File: config.mk
export PLATFORM = sky130hd
export DESIGN_NAME = plot_sink_fb
export DESIGN_NICKNAME = d
export VERILOG_FILES = /design/src/rtl/plot_sink_fb_pkg.sv /design/src/rtl/plot_sink_fb_fifo.sv /design/src/rtl/plot_sink_fb.sv
export SDC_FILE = /design/constraint.sdc
export NUM_CORES = 1
export LEC_CHECK = 0
export BUFFER_PORTS_ARGS = -buffer_cell sky130_fd_sc_hd__buf_2
export CORE_MARGIN = 2
export CORE_UTILIZATION = 55
export DETAILED_ROUTE_END_ITERATION = 8
export PLACE_DENSITY_LB_ADDON = 0.1
export SLEW_MARGIN = 20
export SYNTH_ARGS = -nofsm -noshare
export SYNTH_HDL_FRONTEND = slang
export SYNTH_SLANG_ARGS = --single-unit
File: constraint.sdc
create_clock -name clk -period 5.4 [get_ports clk]
set_input_delay 0.54 -clock clk [delete_from_list [all_inputs] [get_ports clk]]
set_output_delay 0.54 -clock clk [all_outputs]
set_load 0.03 [all_outputs]
File: src/rtl/plot_sink_fb_pkg.sv
// Shared screen geometry, colours, pixel record and sink FSM states for the plot path.
package plot_sink_fb_pkg;

  localparam int SCREEN_W  = 160;
  localparam int SCREEN_H  = 120;
  localparam int FB_ADDR_W = 15;

  localparam logic [2:0] BLACK   = 3'b000;
  localparam logic [2:0] BLUE    = 3'b001;
  localparam logic [2:0] GREEN   = 3'b010;
  localparam logic [2:0] CYAN    = 3'b011;
  localparam logic [2:0] RED     = 3'b100;
  localparam logic [2:0] MAGENTA = 3'b101;
  localparam logic [2:0] YELLOW  = 3'b110;
  localparam logic [2:0] WHITE   = 3'b111;

  typedef struct packed {
    logic [7:0] x;
    logic [6:0] y;
    logic [2:0] colour;
  } pixel_t;

  localparam int PIXEL_W = $bits(pixel_t);

  typedef enum logic {IDLE, CLEAR} state_t;

endpackage

File: src/rtl/plot_sink_fb_fifo.sv
// Synchronous show-ahead FIFO: dout always presents the oldest entry while not empty.
module plot_fifo #(
  parameter int DEPTH  = 8,
  parameter int DATA_W = 18
) (
  input  logic              clk,
  input  logic              rst,
  input  logic              push,
  input  logic [DATA_W-1:0] din,
  input  logic              pop,
  output logic [DATA_W-1:0] dout,
  output logic              full,
  output logic              empty
);

  localparam int AW = $clog2(DEPTH);

  logic [DATA_W-1:0] mem [DEPTH];
  logic [AW-1:0]     wr_ptr, rd_ptr;
  logic [AW:0]       count;
  logic              do_push, do_pop;

  assign full    = (count == (AW+1)'(DEPTH));
  assign empty   = (count == '0);
  assign do_push = push && !full;
  assign do_pop  = pop && !empty;
  assign dout    = mem[rd_ptr];

  always_ff @(posedge clk) begin
    if (rst) begin
      wr_ptr <= '0;
      rd_ptr <= '0;
      count  <= '0;
    end else begin
      if (do_push) wr_ptr <= wr_ptr + 1'b1;
      if (do_pop)  rd_ptr <= rd_ptr + 1'b1;
      if (do_push && !do_pop)      count <= count + 1'b1;
      else if (!do_push && do_pop) count <= count - 1'b1;
    end
  end

  always_ff @(posedge clk) begin
    if (do_push) mem[wr_ptr] <= din;
  end

endmodule

File: src/rtl/plot_sink_fb.sv
// Plot sink: buffers, clips and writes pixels to the framebuffer, plus a full-screen clear.
// Optional PLOT_SINK_STATS_EN adds saturating clip_count / write_count outputs.
module plot_sink_fb
  import plot_sink_fb_pkg::*;
#(
  parameter int         WIDTH        = SCREEN_W,
  parameter int         HEIGHT       = SCREEN_H,
  parameter int         FIFO_DEPTH   = 8,
  parameter logic [2:0] CLEAR_COLOUR = BLACK
) (
  input  logic                 clk,
  input  logic                 rst,
  input  logic                 plot,
  output logic                 plot_ready,
  input  logic [7:0]           x,
  input  logic [6:0]           y,
  input  logic [2:0]           colour,
  input  logic                 clear_req,
  output logic                 busy,
  output logic [FB_ADDR_W-1:0] mem_addr,
  output logic [2:0]           mem_data,
  output logic                 mem_wren,
  output logic                 clear_done
`ifdef PLOT_SINK_STATS_EN
  ,
  output logic [15:0]          clip_count,
  output logic [15:0]          write_count
`endif
);

  localparam logic [FB_ADDR_W-1:0] W_A    = FB_ADDR_W'(WIDTH);
  localparam logic [FB_ADDR_W-1:0] LAST_A = FB_ADDR_W'(WIDTH * HEIGHT - 1);
  localparam logic [31:0]          X_LIM  = WIDTH;
  localparam logic [31:0]          Y_LIM  = HEIGHT;

  state_t               state, state_nxt;
  pixel_t               in_pix, head_pix, pix_p0;
  logic                 full, empty, accept, on_screen, pop;
  logic                 vld_p0, clr_go, clr_last;
  logic [FB_ADDR_W-1:0] clr_addr;

  assign plot_ready = !full;
  assign accept     = plot && plot_ready;
  assign on_screen  = ({24'd0, x} < X_LIM) && ({25'd0, y} < Y_LIM);
  assign in_pix     = {x, y, colour};

  // Off-screen plots are acknowledged but never enter the buffer.
  plot_fifo #(
    .DEPTH  (FIFO_DEPTH),
    .DATA_W (PIXEL_W)
  ) u_fifo (
    .clk   (clk),
    .rst   (rst),
    .push  (accept && on_screen),
    .din   (in_pix),
    .pop   (pop),
    .dout  (head_pix),
    .full  (full),
    .empty (empty)
  );

  // A pixel already in stage p0 when a clear starts is written before the first clear write.
  always_comb begin
    state_nxt = state;
    pop       = 1'b0;
    clr_go    = 1'b0;
    case (state)
      IDLE: begin
        if (clear_req) state_nxt = CLEAR;
        else           pop = !empty;
      end
      CLEAR: begin
        clr_go = !vld_p0;
        if (clr_go && (clr_addr == LAST_A)) state_nxt = IDLE;
      end
    endcase
  end

  assign clr_last = clr_go && (clr_addr == LAST_A);

  // Stage p0: popped pixel
  always_ff @(posedge clk) begin
    if (pop) pix_p0 <= head_pix;
  end

  // Stage p1: registered framebuffer write port
  always_ff @(posedge clk) begin
    if (rst) begin
      state      <= IDLE;
      vld_p0     <= 1'b0;
      mem_wren   <= 1'b0;
      clear_done <= 1'b0;
      mem_addr   <= '0;
      mem_data   <= '0;
      clr_addr   <= '0;
    end else begin
      state      <= state_nxt;
      vld_p0     <= pop;
      mem_wren   <= vld_p0 || clr_go;
      clear_done <= clr_last;
      if (vld_p0) begin
        mem_addr <= FB_ADDR_W'(pix_p0.y) * W_A + FB_ADDR_W'(pix_p0.x);
        mem_data <= pix_p0.colour;
      end else if (clr_go) begin
        mem_addr <= clr_addr;
        mem_data <= CLEAR_COLOUR;
      end
      if (clr_go) clr_addr <= clr_last ? '0 : clr_addr + 1'b1;
    end
  end

  assign busy = (state == CLEAR) || !empty || vld_p0 || mem_wren;

`ifdef PLOT_SINK_STATS_EN
  always_ff @(posedge clk) begin
    if (rst) begin
      clip_count  <= '0;
      write_count <= '0;
    end else begin
      if (accept && !on_screen && (clip_count != 16'hFFFF)) clip_count <= clip_count + 1'b1;
      if (vld_p0 && (write_count != 16'hFFFF))              write_count <= write_count + 1'b1;
    end
  end
`endif

endmodule
==> flow_summary_export.csv <==
group,metric,value,unit
clocking,tritoncts,"yes",
yosys,synth_cell_types,52,
critical_path,r2r_cells,10,
route,wl_per_cell,19.8,um
clocking,cts_hold_buffers,0,
timing,finalHoldViolCount,0,
yosys,synth_area,8600,um^2
clocking,h-tree-depth,1,
timing,rsz0062_at_grt,"no",
yosys,async_flop_share,0,
critical_path,cp.required,5830,ps
yosys,yosysSeqAreaShare,0.675,
grt,grt_usage,0.204,
route,drtIter0Drc,301,
route,detail-route-antenna-nets,0,
critical_path,arrival,3310,ps
floorplanning,die_h,129,um
critical_path,critPathKind,"flop to flop",
yosys,synth.largest_area_cell,"edfxtp_1",
route,vias_per_cell,5.61,
critical_path,cp_max_fo,6,
cells_and_area,syn_to_final_growth,14.5,%
timing,fmax,347,MHz
floorplanning,rows,45,
yosys,synth-edff-count,162,
floorplanning,dieArea,16700,um^2
floorplanning,ios,44,
clocking,post_cts_resized,0,
yosys,yosys-top-cells-area,"edfxtp_1, dfxtp_1, mux4_2",
clocking,numCtsBuffers,23,
floorplanning,fp.dieW,129,um
timing,tightest_slew,1160,ps
job,cap_violations,0,
timing,setup_tns,0,ps
route,drc,0,
status,outcome,"complete, no violations",
timing,finalMaxSlewViolations,0,
timing,period_share,0.534,
yosys,ys.flop_type,"edfxtp_1",
yosys,ys_ff_latch,209,
hold_path,min_path_type,"input pin to flop",
grt,grt_pass1_wl,25600,um
yosys,avgSynthCellArea,16.1,um^2
timing,max-slew-margin-rel,0.228,
yosys,yosys_warnings,0,
hold_path,min_path_cells,1,
cells_and_area,n_antenna_cell,0,
clocking,cts_setup_buffers,0,
yosys,synth_nets,578,
timing,hold_ws,300,ps
grt,grt_max_degree,43,
timing,setup_viol,0,
route,num_vias,4593,
grt,antenna_found_initial,0,
yosys,synthCells,534,
clocking,cts_buffer_depth,3,
place,place_congestion,0.792,
power_and_ir_drop,p_leak,0.00341,uW
route,drtPass1Iterations,4,
cells_and_area,drive_gt1_frac,0.257,
floorplanning,initial_core_util,0.564,
clocking,clock_sinks,209,
route,wl,16200,um
yosys,yosysTopAreaCellShare,0.565,
timing,fin_skew,13.5,ps
timing,fin_crit,2890,ps
critical_path,cp-end-kind,"flop",
grt,grt_pass1_vias,4617,
place,hpwl,9930,um
cells_and_area,nets,636,
clocking,clk_pin_slew_worst_paths,60,ps
grt,grt-ovfl-total,0,
power_and_ir_drop,irDropWorstVdd,0.286,mV
clocking,root_buffer,"clkbuf_16",
clocking,clock_latency,510,ps
critical_path,cp-start-kind,"flop",
place,io_buffers,43,
floorplanning,core_area,15300,um^2
power_and_ir_drop,power_density,441,nW/um^2
[worst max-delay path: stages, from the launching register on]
cell and delay, ps:
dfxtp_1 370, or4b_1 620, and4_1 320, ha_1 250
inv_1 120, ha_1 240, a21o_1 190, a21oi_1 170
xnor2_1 90, or3_1 310, a21oi_1 130
[final cells by class]
cell class / count / area (um^2)
Tap cell: 211 / 264
Sequential cell: 209 / 5810
Fill cell: 1089 / 5410
Timing Repair Buffer: 56 / 313
Clock inverter: 16 / 171
Inverter: 15 / 56.3
Multi-Input combinational cell: 287 / 2660
Clock buffer: 24 / 579
[cell usage after synthesis (all sizes together) (2+ instances only)]
cell type,instances
nor3,6
mux2i,8
nor3b,4
mux2,18
a32oi,2
nand2b,5
edfxtp,162
nand3,3
and3,2
buf,11
nand4,4
a21oi,17
or3,3
a211oi,17
dfxtp,47
nor2,59
clkbuf,12
nor2b,9
nand3b,3
a21o,3
ha,19
xnor2,17
inv,15
mux4,36
xor2,12
o21ai,2
fa,3
nor4,5
nand2,14
[sequential cells by signal (all words and copies together) (netlist names)]
| register | cells |
|---|---|
| u_fifo.rd_ptr | 3 |
| vld_p0 | 1 |
| mem_wren | 1 |
| mem_data | 3 |
| mem_addr | 15 |
| u_fifo.mem | 144 |
| pix_p0 | 18 |
| u_fifo.wr_ptr | 3 |
| clr_addr | 15 |
| clear_done | 1 |
| u_fifo.count | 4 |
| state | 1 |
[cells by family after synthesis]
kind of cell	count (synthesis)	synth area share
muxes	62	0.127
AOI/OAI and AO/OA	51	0.0412
buffers and inverters	38	0.0177
DFF	209	0.675
xor gates and xnor gates	29	0.0295
and+or+nand+nor	123	0.0750
adders and majority gates	22	0.0346
[worst paths after layout]
check	slack, ps	startpoint	endpoint
setup / recovery	2510	u_fifo.count[0]$_SDFFE_PP0P_	u_fifo.count[3]$_SDFFE_PP0P_
hold / removal	300	colour[1]	u_fifo.mem[2][1]$_DFFE_PP_
setup reg to reg	2510	u_fifo.count[0]$_SDFFE_PP0P_	u_fifo.count[3]$_SDFFE_PP0P_
hold reg to reg	480	pix_p0[12]$_DFFE_PN_	mem_addr[2]$_SDFFE_PP0P_
[cell usage in the layout (no fill, tap or decap), types with 3 or more instances in the layout]
master,n
a21o_1,3
a211oi_1,17
edfxtp_1,162
nor2_1,59
clkinv_2,6
dfxtp_1,46
bufinv_16,3
nor3_2,3
xor2_1,12
fa_1,3
ha_1,19
nor3_1,3
nand2b_1,5
nand4_1,4
nor4_1,3
buf_2,43
mux2i_1,8
a21oi_1,17
mux4_2,36
buf_4,13
mux2_2,18
nand2_1,14
inv_1,15
clkbuf_16,23
nor2b_1,9
xnor2_1,17
clkinv_1,4
nor3b_1,4
[per-layer routing]
metal / share of wire / track usage / vias to the layer above
li1: - / - / 2166
met1: 0.44 / 0.280 / 2324
met2: 0.50 / 0.350 / 80
met3: 0.037 / 0.0359 / 23
met4: 0.015 / 0.0390 / 0
met5: 0 / 0 / -
[through the flow]
| step | setup WS, ps | instances | utilization | area (um^2) | total power, uW |
|---|---|---|---|---|---|
| 2_1_floorplan | 1540 | 534 | - | 8600 | 2630 |
| 3_3_place_gp | 2650 | 778 | 0.596 | 9100 | 2840 |
| 3_5_place_dp | 2560 | 778 | 0.596 | 9100 | 2860 |
| 4_1_cts | 2530 | 818 | 0.646 | 9850 | 4390 |
| 5_1_grt | 2310 | 818 | 0.646 | 9850 | 4560 |
| 6_report | 2510 | 818 | 0.646 | 9850 | 4350 |
[where the power goes]
group          internal [uW]  total (uW)  switching (uW)
registers               1860        1920            57.8
clock network            926        1530             603
logic                    400         903             503
total                   3180        4350            1160
No activity file was read; power rests on OpenSTA's default activity.
